File: src/rtl/decode_exec_stage.sv
// Decode-to-execute pipeline register with N-way operand forwarding,
// load-use bubble insertion, stall-hold with operand refresh and deferred flush.
module decode_exec_stage #(
   parameter int WORD_W = 32,
   parameter int REG_W  = 5,
   parameter int NFWD   = 2,
   parameter int PAY_W  = 48
) (
   input  logic                    CLK,
   input  logic                    RST,
   input  logic                    dec_valid,
   input  logic [WORD_W-1:0]       dec_alu_in1,
   input  logic [WORD_W-1:0]       dec_alu_in2,
   input  logic                    dec_fwd1,
   input  logic                    dec_fwd2,
   input  logic [REG_W-1:0]        dec_rs,
   input  logic [REG_W-1:0]        dec_rt,
   input  logic [WORD_W-1:0]       dec_store,
   input  logic [REG_W-1:0]        dec_wsel,
   input  logic                    dec_memread,
   input  logic [PAY_W-1:0]        dec_payload,
   input  logic                    stall,
   input  logic                    flush,
   input  logic [NFWD-1:0]         fwd_valid,
   input  logic [NFWD*REG_W-1:0]   fwd_wsel,
   input  logic [NFWD*WORD_W-1:0]  fwd_wdat,
   output logic                    hazard,
   output logic                    ex_valid,
   output logic [WORD_W-1:0]       ex_alu_in1,
   output logic [WORD_W-1:0]       ex_alu_in2,
   output logic [WORD_W-1:0]       ex_store,
   output logic [REG_W-1:0]        ex_rs,
   output logic [REG_W-1:0]        ex_rt,
   output logic [REG_W-1:0]        ex_wsel,
   output logic                    ex_memread,
   output logic [PAY_W-1:0]        ex_payload
);

   logic              valid_q, valid_d;
   logic [WORD_W-1:0] aluIn1_q, aluIn1_d;
   logic [WORD_W-1:0] aluIn2_q, aluIn2_d;
   logic [WORD_W-1:0] store_q, store_d;
   logic              fwd1_q, fwd1_d;
   logic              fwd2_q, fwd2_d;
   logic [REG_W-1:0]  rs_q, rs_d;
   logic [REG_W-1:0]  rt_q, rt_d;
   logic [REG_W-1:0]  wsel_q, wsel_d;
   logic              memread_q, memread_d;
   logic [PAY_W-1:0]  payload_q, payload_d;
   logic              pendFlush_q, pendFlush_d;

   // Iterating from the oldest source down lets the youngest match overwrite last.
   function automatic logic [WORD_W-1:0] forwardOp(
      input logic [WORD_W-1:0]      base,
      input logic [REG_W-1:0]       sel,
      input logic                   en,
      input logic [NFWD-1:0]        fv,
      input logic [NFWD*REG_W-1:0]  fw,
      input logic [NFWD*WORD_W-1:0] fd
   );
      logic [WORD_W-1:0] result;
      result = base;
      for (int i = NFWD - 1; i >= 0; i--) begin
         if (en && (sel != '0) && fv[i] && (fw[i*REG_W +: REG_W] == sel)) begin
            result = fd[i*WORD_W +: WORD_W];
         end
      end
      return result;
   endfunction

   assign ex_alu_in1 = forwardOp(aluIn1_q, rs_q, fwd1_q, fwd_valid, fwd_wsel, fwd_wdat);
   assign ex_alu_in2 = forwardOp(aluIn2_q, rt_q, fwd2_q, fwd_valid, fwd_wsel, fwd_wdat);
   assign ex_store   = forwardOp(store_q, rt_q, 1'b1, fwd_valid, fwd_wsel, fwd_wdat);

   assign ex_valid   = valid_q;
   assign ex_rs      = rs_q;
   assign ex_rt      = rt_q;
   assign ex_wsel    = wsel_q;
   assign ex_memread = memread_q;
   assign ex_payload = payload_q;

   // rt is checked regardless of dec_fwd2 because a store still reads it.
   assign hazard = dec_valid & valid_q & memread_q & (wsel_q != '0) &
                   ((dec_fwd1 & (dec_rs == wsel_q)) | (dec_rt == wsel_q));

   always_comb begin
      valid_d     = valid_q;
      aluIn1_d    = aluIn1_q;
      aluIn2_d    = aluIn2_q;
      store_d     = store_q;
      fwd1_d      = fwd1_q;
      fwd2_d      = fwd2_q;
      rs_d        = rs_q;
      rt_d        = rt_q;
      wsel_d      = wsel_q;
      memread_d   = memread_q;
      payload_d   = payload_q;
      pendFlush_d = pendFlush_q;
      if (stall) begin
         // Capture forwarded values so a producer retiring mid-stall is not lost.
         aluIn1_d    = ex_alu_in1;
         aluIn2_d    = ex_alu_in2;
         store_d     = ex_store;
         pendFlush_d = pendFlush_q | flush;
      end else if (flush || pendFlush_q) begin
         valid_d     = 1'b0;
         pendFlush_d = 1'b0;
      end else if (hazard) begin
         valid_d = 1'b0;
      end else begin
         valid_d   = dec_valid;
         aluIn1_d  = dec_alu_in1;
         aluIn2_d  = dec_alu_in2;
         store_d   = dec_store;
         fwd1_d    = dec_fwd1;
         fwd2_d    = dec_fwd2;
         rs_d      = dec_rs;
         rt_d      = dec_rt;
         wsel_d    = dec_wsel;
         memread_d = dec_memread;
         payload_d = dec_payload;
      end
   end

   always_ff @(posedge CLK or posedge RST) begin
      if (RST) begin
         valid_q     <= 1'b0;
         aluIn1_q    <= '0;
         aluIn2_q    <= '0;
         store_q     <= '0;
         fwd1_q      <= 1'b0;
         fwd2_q      <= 1'b0;
         rs_q        <= '0;
         rt_q        <= '0;
         wsel_q      <= '0;
         memread_q   <= 1'b0;
         payload_q   <= '0;
         pendFlush_q <= 1'b0;
      end else begin
         valid_q     <= valid_d;
         aluIn1_q    <= aluIn1_d;
         aluIn2_q    <= aluIn2_d;
         store_q     <= store_d;
         fwd1_q      <= fwd1_d;
         fwd2_q      <= fwd2_d;
         rs_q        <= rs_d;
         rt_q        <= rt_d;
         wsel_q      <= wsel_d;
         memread_q   <= memread_d;
         payload_q   <= payload_d;
         pendFlush_q <= pendFlush_d;
      end
   end

endmodule
File: config.mk
export PLATFORM = sky130hd
export DESIGN_NAME = decode_exec_stage
export DESIGN_NICKNAME = d
export VERILOG_FILES = /design/src/rtl/decode_exec_stage.sv
export SDC_FILE = /design/constraint.sdc
export NUM_CORES = 1
export LEC_CHECK = 0
export CORE_MARGIN = 8
export CORE_UTILIZATION = 40
export CTS_BUF_LIST = sky130_fd_sc_hd__clkbuf_8
export DETAILED_ROUTE_END_ITERATION = 12
export PLACE_DENSITY = 0.8
export SYNTH_ARGS = -nofsm -noshare
export SYNTH_HDL_FRONTEND = slang
export SYNTH_SLANG_ARGS = --single-unit
export TNS_END_PERCENT = 10
File: constraint.sdc
create_clock -name CLK -period 8.04 [get_ports CLK]
set_clock_uncertainty 0.05 [all_clocks]
set_input_delay 1.608 -clock CLK [delete_from_list [all_inputs] [get_ports CLK]]
set_output_delay 1.608 -clock CLK [all_outputs]
set_load 0.05 [all_outputs]
Yosys cells after proc, flatten, opt, wreduce, memory -nomap -nowiden
Cells that the tools add are included.
- equal/unequal tests: 8
- multiplexer cells: 19
- bitwise gates (word level): 10
- reduce and logical (&&, ||, !) cells: 21
- operator list (cell ; count):
    32-bit 2-to-1 mux ; 15
    5-bit equality test ; 6
    5-bit nonzero test ; 3
    1-bit logical AND ; 14
    1-bit AND ; 5
    1-bit 2-to-1 mux ; 4
    2-bit != test, second input constant ; 2
    1-bit NOT ; 3
    3-bit AND reduction ; 1
    1-bit bitwise OR ; 2
    2-bit AND reduction ; 1
    2-bit nonzero test ; 1
    1-bit logical OR ; 1
- bits in registers: 164
- word-level logic and storage cells: 70

Depth between registers and ports, before layout
Gate-level depths: netlist (run 1).
- depth after elaboration: 7
- mapped depth: 8
- gate-level depth less buffers: 5

Worst setup path before layout (run 1)
OpenSTA, ideal clock, no wires.
- path kind: input to output
- from: input dec_rs[2]
- to: output hazard
- arrival: 3381 ps
- slack: 3001 ps
- stages on the path: 5
- cell sequence: xor2_1 > nor4_2 > a22oi_1 > clkbuf_1 > nor2_1
- longest elaborated chain between the ends: 4
- RTL lines (element ; RTL line ; RTL):
    from (decl) ; 16 ; input logic [REG_W-1:0] dec_rs,
    5-bit equality test ; 84 ; ((dec_fwd1 & (dec_rs == wsel_q)) | (dec_rt == wsel_q));
    1-bit AND ; 84 ;
    1-bit bitwise OR ; 84 ;
    1-bit AND ; 83 ; assign hazard = dec_valid & valid_q & memread_q & (wsel_q != '0) &
    to (decl) ; 27 ; output logic hazard,
No other way between the ends.

Final worst setup path (run 1)
- from: input fwd_wsel[3]
- to: output ex_alu_in2[23]
- longest elaborated chain between the ends: 3
- RTL lines (element ; RTL line ; RTL):
    from (decl) ; 25 ; input logic [NFWD*REG_W-1:0] fwd_wsel,
    5-bit equality test ; 64 ; if (en && (sel != '0) && fv[i] && (fw[i*REG_W +: REG_W] == sel)) begin
    1-bit logical AND ; 64 ;
    32-bit 2-to-1 mux ; 64 ;
    to (decl) ; 30 ; output logic [WORD_W-1:0] ex_alu_in2,
No other way between the ends.

==> results.sh, run 1 <==
export IMPL_syn_nets=1715
export IMPL_root_buffer="clkbuf_8"
export IMPL_dr_total_vias=14400
export IMPL_status="complete, no violations"
export IMPL_cts_hold_buf=0
export IMPL_yosysWarnings=0
export IMPL_placed_cell_area_sq_mm=0.0167
export IMPL_synth_top_family_by_area="compound AO/OA/AOI/OAI gates"
export IMPL_dp_hpwl_microns=42500
export IMPL_place_inst=2127
export IMPL_grt_overflow=0
export IMPL_netlist_area_sq_mm=0.0126
export IMPL_synthFlopType="dfrtp_1"
export IMPL_gp_congestion=0.922
export IMPL_cp_required_ns=6.38
export IMPL_die_h_microns=193
export IMPL_holdWs_ns=0.441
export IMPL_drv_cap=0
export IMPL_cts_buffers=17
export IMPL_fillers=2813
export IMPL_end_kind="output pin"
export IMPL_setup_tns_ns=0
export IMPL_synth_edf_count=0
export IMPL_critPathArrivalTime_ns=4.85
export IMPL_synth_xor_area_share_pct=2.09
export IMPL_post_cts_resized=0
export IMPL_insertion_delay_ns=0.49
export IMPL_port_buffer_count=404
export IMPL_relSlewSlack_pct=13.1
export IMPL_postSynthAreaPerCell_sq_um=8.55
export IMPL_ys_seq_elements=164
export IMPL_netlist_cell_type_count=54
export IMPL_async_flop_share_pct=100
export IMPL_synthSimpleGateAreaFrac_pct=17.2
export IMPL_fin_cells=2163
export IMPL_fin_crit_sh_pct=81.0
export IMPL_hold_path_class="reg -> reg"
export IMPL_final_hold_violation_count=0
export IMPL_cp_start_kind="input port"
export IMPL_wl_microns=61200
export IMPL_cts_tree="done"
export IMPL_post_cts_buffers=0
export IMPL_num_io_pins=405
export IMPL_area_growth_pct=35.7
export IMPL_slowest_stage="clkdlybuf4s50_1"
export IMPL_peakVddDrop_v=0.000148
export IMPL_max_freq_mhz=154
export IMPL_grt_antenna_before_repair=9
export IMPL_setup_viol=0
export IMPL_routed_via_density=6.68
export IMPL_rsz0062_at_grt="no"
export IMPL_crit_chain="clkdlybuf4s50_1 > xnor2_1 > and4_1 > nand2_1 > o32a_1 > nand2_1 > clkdlybuf4s50_1"
export IMPL_finalMaxSlewViolations=0
export IMPL_die_w_microns=193
export IMPL_critPathMaxFanout=31
export IMPL_h_tree_depth=4
export IMPL_grt_usage_pct=31.1
export IMPL_leakage_uw=0.00641
export IMPL_fin_area_sq_mm=0.0171
export IMPL_min_period_ns=6.51
export IMPL_num_rows=65
export IMPL_cts_sinks=164
export IMPL_seq_area_frac_synth_pct=32.6
export IMPL_drt_pass1_iter_count=9
export IMPL_clk_pin_slew_worst_paths_ns=0.10
export IMPL_grt_pass1_vias=14200
export IMPL_path_class="in -> out"
export IMPL_grt_max_degree=106
export IMPL_synth_adder_area_share_pct=0
export IMPL_core_sq_mm=0.0313
export IMPL_nNetsFinal=1987
export IMPL_tightest_slew_ns=1.30
export IMPL_final_antenna_net_count=0
export IMPL_synth_compound_area_share_pct=30.5
export IMPL_drt_iter0_markers=2039
export IMPL_power_total_uw=3870
export IMPL_drc=0
export IMPL_grt_pass1_wl_microns=90900
export IMPL_dieArea_sq_mm=0.0374
export IMPL_power_density_mw_per_mm2=226
export IMPL_start_util_pct=40.2
export IMPL_wl_per_cell_microns=28.3
export IMPL_drive_gt1_share_pct=7.34
export IMPL_synthMuxAreaShare_pct=8.45
export IMPL_cts_buffer_depth=2
export IMPL_max_stage_delay_ns=0.83
export IMPL_synth_cells=1472
-- critical path, delay by kind of cell --
kind,cells,cell delay (ns)
simple gates,3,1.08
compound gates,1,0.63
xor+xnor,1,0.16
buf+inv,2,1.36
-- Yosys cell counts (all sizes together) (33+ instances only) --
master / number / area share (%)
dfrtp: 164 / 33
nand2: 160 / 4.8
clkbuf: 139 / 4.1
inv: 98 / 2.9
mux2: 66 / 5.9
nand3: 66 / 2.6
o21ai: 64 / 2.5
a31oi: 63 / 3.1
buf: 42 / 2.1
and2: 36 / 1.8
o211ai: 34 / 2.0
a211oi: 33 / 2.0
and3: 33 / 1.6
and4: 33 / 2.3
nand4: 33 / 1.6
o2111ai: 33 / 2.3
-- through the flow --
stage                     setup slack (ns)  utilization (%)
after floorplan                       1.95                -
after global placement                1.66             53.2
after detailed placement              1.57             53.2
after CTS                             1.57             54.5
after global routing                  1.37             54.5
final                                 1.53             54.5
-- placed cells by master, fill, tap and decap left out, types with 33 or more instances in the layout --
| cell type | count |
|---|---|
| buf_4 | 40 |
| nand3_1 | 66 |
| clkdlybuf4s50_1 | 392 |
| nand4_1 | 33 |
| and4_1 | 33 |
| inv_1 | 96 |
| a31oi_1 | 63 |
| mux2_1 | 40 |
| nand2_1 | 160 |
| and3_1 | 33 |
| dfrtp_1 | 164 |
| o21ai_0 | 59 |
| o211ai_1 | 34 |
-- kinds of logic (layout without fill, tap and decap cells) --
group,Yosys count,count (layout)
AO/OA/AOI/OAI,492,492
flip-flops,164,164
multiplexers,98,98
buffers and inverters,280,565
other,0,4
XOR/XNOR,30,30
AND/OR/NAND/NOR,408,408
-- flip-flops by register name (all words and copies together) (netlist names) --
signal	count
pendFlush_q	1
ex_rs	5
aluIn2_q	32
fwd2_q	1
ex_payload	48
ex_rt	5
ex_valid	1
ex_wsel	5
fwd1_q	1
aluIn1_q	32
store_q	32
ex_memread	1
-- worst paths after layout --
kind,slack (ns),to,startpoint,cells after the start
setup reg to reg,4.40,store_q[15],ex_wsel[4],8
hold reg to reg,0.44,ex_payload[20],ex_payload[20],1
hold / removal,0.44,ex_payload[20],ex_payload[20],1
max in group asynchronous,4.72,fwd1_q,RST,3
setup / recovery,1.53,ex_alu_in2[23],fwd_wsel[3],7
min in group asynchronous,1.65,ex_payload[3],RST,2
-- where the power goes --
| group | switching, uW | leakage [uW] | total (uW) | internal, uW |
|---|---|---|---|---|
| Clock | 408 | 0.000199 | 652 | 244 |
| Sequential | 116 | 0.00191 | 1100 | 987 |
| Combinational | 1420 | 0.00430 | 2110 | 694 |
-- routing by layer --
layer	global-route usage, %	vias to the layer above	part of all wire, %
li1	-	6198	-
met4	21.8	4	7.7
met1	36.6	6813	36
met3	11.2	261	13
met2	46.9	1168	44
met5	0	-	0.052
-- layout make-up --
cell class                      count  area (sq um)  area share [%]
Antenna cell                        4          10.0          0.0586
Clock inverter                     14           158           0.923
Tap cell                          402           503            2.95
Clock buffer                       18           248            1.45
Sequential cell                   164          4100            24.0
Timing Repair Buffer              434          4260            24.9
Multi-Input combinational cell   1028          7420            43.5
Inverter                           99           377            2.21
No activity file was read; power rests on OpenSTA's default activity.
==> run 2: changes to the inputs <==
- PLACE_DENSITY: 0.8 -> 0.83
- clock period: 8.04 -> 5.6 ns (I/O delays scaled with it)
==> run 2 against run 1 <==
Effect of this change:
- sequential share of layout area down 0.96 points
- routed wire length down 2.3%
- cell area up 4.1%
- die area unchanged
- combinational power up 56%
- cell count up 0.42%
- largest cell class unchanged
- critical endpoint is now ex_alu_in1[2]
- global-route usage down 0.55 points
- highest routed layer unchanged
==> results.sh, run 2 (synthesized netlist as in run 1, its figures left out) <==
export IMPL_num_io_pins=405
export IMPL_wl_per_cell_microns=27.5
export IMPL_power_density_mw_per_mm2=327
export IMPL_critPathTopFamily="buffers and inverters"
export IMPL_nNetsFinal=1993
export IMPL_cts_buffer_depth=2
export IMPL_drc=0
export IMPL_power_internal_uw=3000
export IMPL_tightest_slew_ns=1.18
export IMPL_crit_chain="clkdlybuf4s50_1 > xor2_1 > nor4_4 > buf_4 > buf_4 > a31oi_1 > o31ai_1 > inv_1 > buf_12"
export IMPL_grt_usage_pct=30.6
export IMPL_h_tree_depth=4
export IMPL_utilization_pct=56.8
export IMPL_cts_sinks=164
export IMPL_cts_buffers=17
export IMPL_gp_congestion=0.930
export IMPL_dr_total_vias=14400
export IMPL_min_period_ns=4.95
export IMPL_slowest_stage="clkdlybuf4s50_1"
export IMPL_grt_pass1_wl_microns=90200
export IMPL_finalMaxSlewViolations=0
export IMPL_switching_share_pct=48.4
export IMPL_max_stage_delay_ns=0.44
export IMPL_rsz0062_at_grt="no"
export IMPL_crit_top_cell="buf_4"
export IMPL_drv_cap=0
export IMPL_post_cts_buffers=0
export IMPL_insertion_delay_ns=0.49
export IMPL_routed_via_density=6.63
export IMPL_path_class="in -> out"
export IMPL_wl_microns=59800
export IMPL_critPathMaxFanout=35
export IMPL_drive_gt1_share_pct=12.5
export IMPL_power_share_clock_pct=16.0
export IMPL_die_w_microns=193
export IMPL_dieArea_sq_mm=0.0374
export IMPL_layout_commonest_cell="clkdlybuf4s50_1"
export IMPL_post_cts_resized=0
export IMPL_p_seq_share_pct=27.2
export IMPL_grt_antenna_before_repair=11
export IMPL_start_util_pct=40.2
export IMPL_dp_hpwl_microns=42200
export IMPL_cp_start_kind="input port"
export IMPL_final_hold_violation_count=0
export IMPL_fin_crit_sh_pct=88.5
export IMPL_switching_power_uw=2810
export IMPL_dp_slack_ns=0.709
export IMPL_final_antenna_net_count=0
export IMPL_drt_pass1_iter_count=6
export IMPL_end_kind="output pin"
export IMPL_port_buffer_count=404
export IMPL_setup_tns_ns=0
export IMPL_num_rows=65
export IMPL_layout_setup_ws_ns=0.646
export IMPL_root_buffer="clkbuf_8"
export IMPL_grt_pass1_vias=14300
export IMPL_largest_register_ffs=48
export IMPL_status="complete, no violations"
export IMPL_final_cell_mix="clkdlybuf4s50_1, dfrtp_1, nand2_1"
export IMPL_clk_pin_slew_worst_paths_ns=0.11
export IMPL_cts_hold_buf=0
export IMPL_grt_overflow=0
export IMPL_cts_tree="done"
export IMPL_drt_iter0_markers=1970
export IMPL_critPathArrivalTime_ns=3.78
export IMPL_max_freq_mhz=202
export IMPL_hold_path_class="reg -> reg"
export IMPL_area_growth_pct=41.3
export IMPL_critPathBufInv=5
export IMPL_core_sq_mm=0.0313
export IMPL_grt_max_degree=165
export IMPL_leakage_uw=0.00687
export IMPL_relSlewSlack_pct=21.1
export IMPL_cp_required_ns=4.43
export IMPL_die_h_microns=193
export IMPL_combPwrFrac_pct=56.8
export IMPL_peakVddDrop_v=0.000244
export IMPL_setup_viol=0
[run 2: changes by cell type in the layout (fill, tap and decap cells not counted)]
| cell | change |
|---|---|
| buf_12 | +70 |
| buf_4 | +22 |
| clkdlybuf4s50_1 | -86 |
| clkinv_8 | -1 |
| clkinvlp_4 | -1 |
| diode_2 | +3 |
| inv_6 | +2 |
[run 2: final timing paths]
path / depth (start not counted) / startpoint / slack (ns) / endpoint
max in group asynchronous: 3 / RST / 3.54 / aluIn1_q[21]
min in group asynchronous: 3 / RST / 1.21 / ex_payload[39]
setup reg to reg: 5 / ex_wsel[1] / 2.39 / store_q[23]
setup / recovery: 9 / fwd_wsel[5] / 0.65 / ex_alu_in1[2]
hold reg to reg: 1 / ex_payload[36] / 0.45 / ex_payload[36]
hold / removal: 1 / ex_payload[36] / 0.45 / ex_payload[36]
[run 2: per-layer routing]
| layer | track usage (%) | vias to the layer above | wire, microns |
|---|---|---|---|
| li1 | - | 6219 | - |
| met1 | 37.9 | 6937 | 22800 |
| met2 | 46.8 | 1058 | 26800 |
| met3 | 8.07 | 189 | 6220 |
| met4 | 19.5 | 4 | 3920 |
| met5 | 0.132 | - | 22 |
[run 2: area by class of cell]
| type | count | area [sq um] |
|---|---|---|
| repair buffers | 440 | 4960 |
| clock buffers | 18 | 248 |
| diodes | 7 | 17.5 |
| well taps | 402 | 503 |
| fillers | 2719 | 13500 |
| clock inverters | 14 | 153 |
| flip-flops and latches | 164 | 4100 |
| inverters | 99 | 375 |
| multi-input cells | 1028 | 7420 |
[run 2: stage by stage]
stage	cell area [sq um]	power (uW)	cells	hold WS, ns
global placement	17400	4810	2133	0.416
CTS	17800	5800	2165	0.451
finish	17800	5810	2172	0.447
floorplan	12600	3470	1472	0.431
detailed placement	17400	4870	2133	0.426
global route	17800	6040	2172	0.468
[run 2: power by group through the flow]
| stage | Sequential [uW] | Clock, uW | Combinational [uW] |
|---|---|---|---|
| 6_report | 1580 | 930 | 3300 |
| 5_1_grt | 1610 | 984 | 3440 |
| 3_3_place_gp | 1580 | 0 | 3220 |
| 3_5_place_dp | 1600 | 0 | 3270 |
| 4_1_cts | 1580 | 942 | 3280 |
| 2_1_floorplan | 1880 | 0 | 1590 |
==> variant (flow settings as in run 1) <==
Take the reset off `rs_q`, `rt_q` and `payload_q` and load them in a clocked block of their own.
--- a/src/rtl/decode_exec_stage.sv
+++ b/src/rtl/decode_exec_stage.sv
@@ -130,11 +130,8 @@
          store_q     <= '0;
          fwd1_q      <= 1'b0;
          fwd2_q      <= 1'b0;
-         rs_q        <= '0;
-         rt_q        <= '0;
          wsel_q      <= '0;
          memread_q   <= 1'b0;
-         payload_q   <= '0;
          pendFlush_q <= 1'b0;
       end else begin
          valid_q     <= valid_d;
@@ -143,13 +140,16 @@
          store_q     <= store_d;
          fwd1_q      <= fwd1_d;
          fwd2_q      <= fwd2_d;
-         rs_q        <= rs_d;
-         rt_q        <= rt_d;
          wsel_q      <= wsel_d;
          memread_q   <= memread_d;
-         payload_q   <= payload_d;
          pendFlush_q <= pendFlush_d;
       end
    end
 
+   always_ff @(posedge CLK) begin
+      rs_q      <= rs_d;
+      rt_q      <= rt_d;
+      payload_q <= payload_d;
+   end
+
 endmodule
Behaviour: not the same (a bounded check fails within 4 cycles, from zero or initial values and one cycle with RST high).
==> variant against run 1 <==
Total power is 17% lower; hold slack better by 0.057 ns; routed wire length fell by 2.2%; largest cell class unchanged; design area decreased by 1.9%; count of clock-buffer cells in the layout unchanged; critical path type unchanged; utilization grew 0.67 points; area after synthesis is 2.9% lower; setup slack lost 0.56 ns; sequential cell count is the same; critical path depth rose by 1; combinational power down 29%; clock power increased by 0.8%.
==> variant: results (changes against run 1) <==
status:
  status: "finished, final reports clean"
logic_synthesis:
  ys_top_cells_by_area: "dfrtp_1 (22%), edfxtp_1 (14%), nand3_1 (5.2%)"
  ys_top_cells_by_count: "clkbuf_1 (148), nand3_1 (128), dfrtp_1 (106)"
  synth-edff-count: 58  # +58
  synth_mux_area_frac: 0.0336  # -0.0509
  synth_xor_xnor_area_share: 0.0215  # +0.000631
  synthCells: 1408  # -4.3%
  synthDistinctLibCells: 51  # -5.6%
  seq_area_frac_synth: 0.360  # +0.0336
  async_flop_share: 0.646  # -0.354
  synth_compound_area_frac: 0.291  # -0.0145
min_path:
  hold-path-endpoint: "store_q[30]"
  hold_start: "store_q[30]"
  whs_path_depth: 2  # +1
power:
  p_leak_uw: 0.00596  # -7.1%
  ir_drop_v: 0.000118  # -20%
  power.total_uw: 3200  # -17%
  clockPowerShare: 0.205  # +0.036
  p_comb_frac: 0.468  # -0.078
grt:
  grt_pass1_wl_um: 88100  # -3.1%
  antenna_found_initial: 12  # +3
  use_met1: 0.401  # +0.0348
  grt_usage: 0.315  # +0.00361
  grt_pass1_vias: 13834  # -2.3%
  grtUsageMet3: 0.101  # -0.0108
  grt_max_degree: 99  # -6.6%
critical_path:
  slowest_stage: "and3_1"
  r2r_end: "ex_wsel[1]"
  critPathMaxStageDelay_ns: 1.17  # +0.34 ns
  timing.reg2reg.setup_slack_ns: 4.43  # +0.03 ns
  startpoint: "fwd_wsel[0]"
  cp.arrival_ns: 5.41  # +0.56 ns
  reg2reg_from: "ex_wsel[0]"
  cp_max_fo: 33  # +6.5%
  worstRegToRegCells: 6  # -2
  cp-endpoint: "ex_alu_in1[17]"
routing:
  wl_um: 59900  # -2.2%
  drt_iter0_markers: 1719  # -16%
  met3_length_um: 6990  # -9.3%
  first_pass_iters: 6  # -3
  vias_per_cell: 6.69  # +0.23%
  wl_met1_um: 23200  # +5.4%
  dr_wl_met2_um: 27100  # +1.1%
clock_network:
  clock_latency_ns: 0.47  # -0.02 ns
layout:
  fin_cells: 2103  # -2.8%
  fill_cells: 2765  # -1.7%
  largest_reg_flops: 48  # unchanged
  nets: 1927  # -3.0%
  drive_gt1_frac: 0.0554  # -0.0180
place:
  dpl.hpwl_um: 42200  # -0.63%
  placed_area_mm2: 0.0163  # -2.1%
  pre_cts_ws_ns: 1.09  # -0.485 ns
timing:
  hold_ws_ns: 0.498  # +0.0571 ns
  tightest_slew_ns: 1.39  # +0.0931 ns
-- variant: cell types whose count changed after synthesis, sizes merged, moves of 4 or more --
cell / before / now
nand2: 160 / 98
nand3: 66 / 128
dfrtp: 164 / 106
edfxtp: 0 / 58
mux2: 66 / 8
a31oi: 63 / 32
a41oi: 1 / 32
nand4: 33 / 64
o32a: 31 / 0
buf: 42 / 28
clkbuf: 139 / 148
xnor2: 9 / 5
xor2: 21 / 25
-- variant: cell type report --
| type | instances | share of cell area |
|---|---|---|
| antenna | 10 | 0.00149 |
| clock buffer | 18 | 0.0148 |
| clock inverter | 14 | 0.00986 |
| inverter | 99 | 0.0223 |
| multi-input combinational | 969 | 0.405 |
| sequential | 164 | 0.262 |
| tap | 396 | 0.0296 |
| timing repair buffer | 433 | 0.254 |
-- variant: worst reg2reg max path, stage by stage (launching register included) --
cell      delay, ns
dfrtp_1        0.49
or4_1          0.64
o2111a_4       0.49
buf_4          0.49
a21oi_4        0.22
buf_4          0.68
mux2_2         0.46
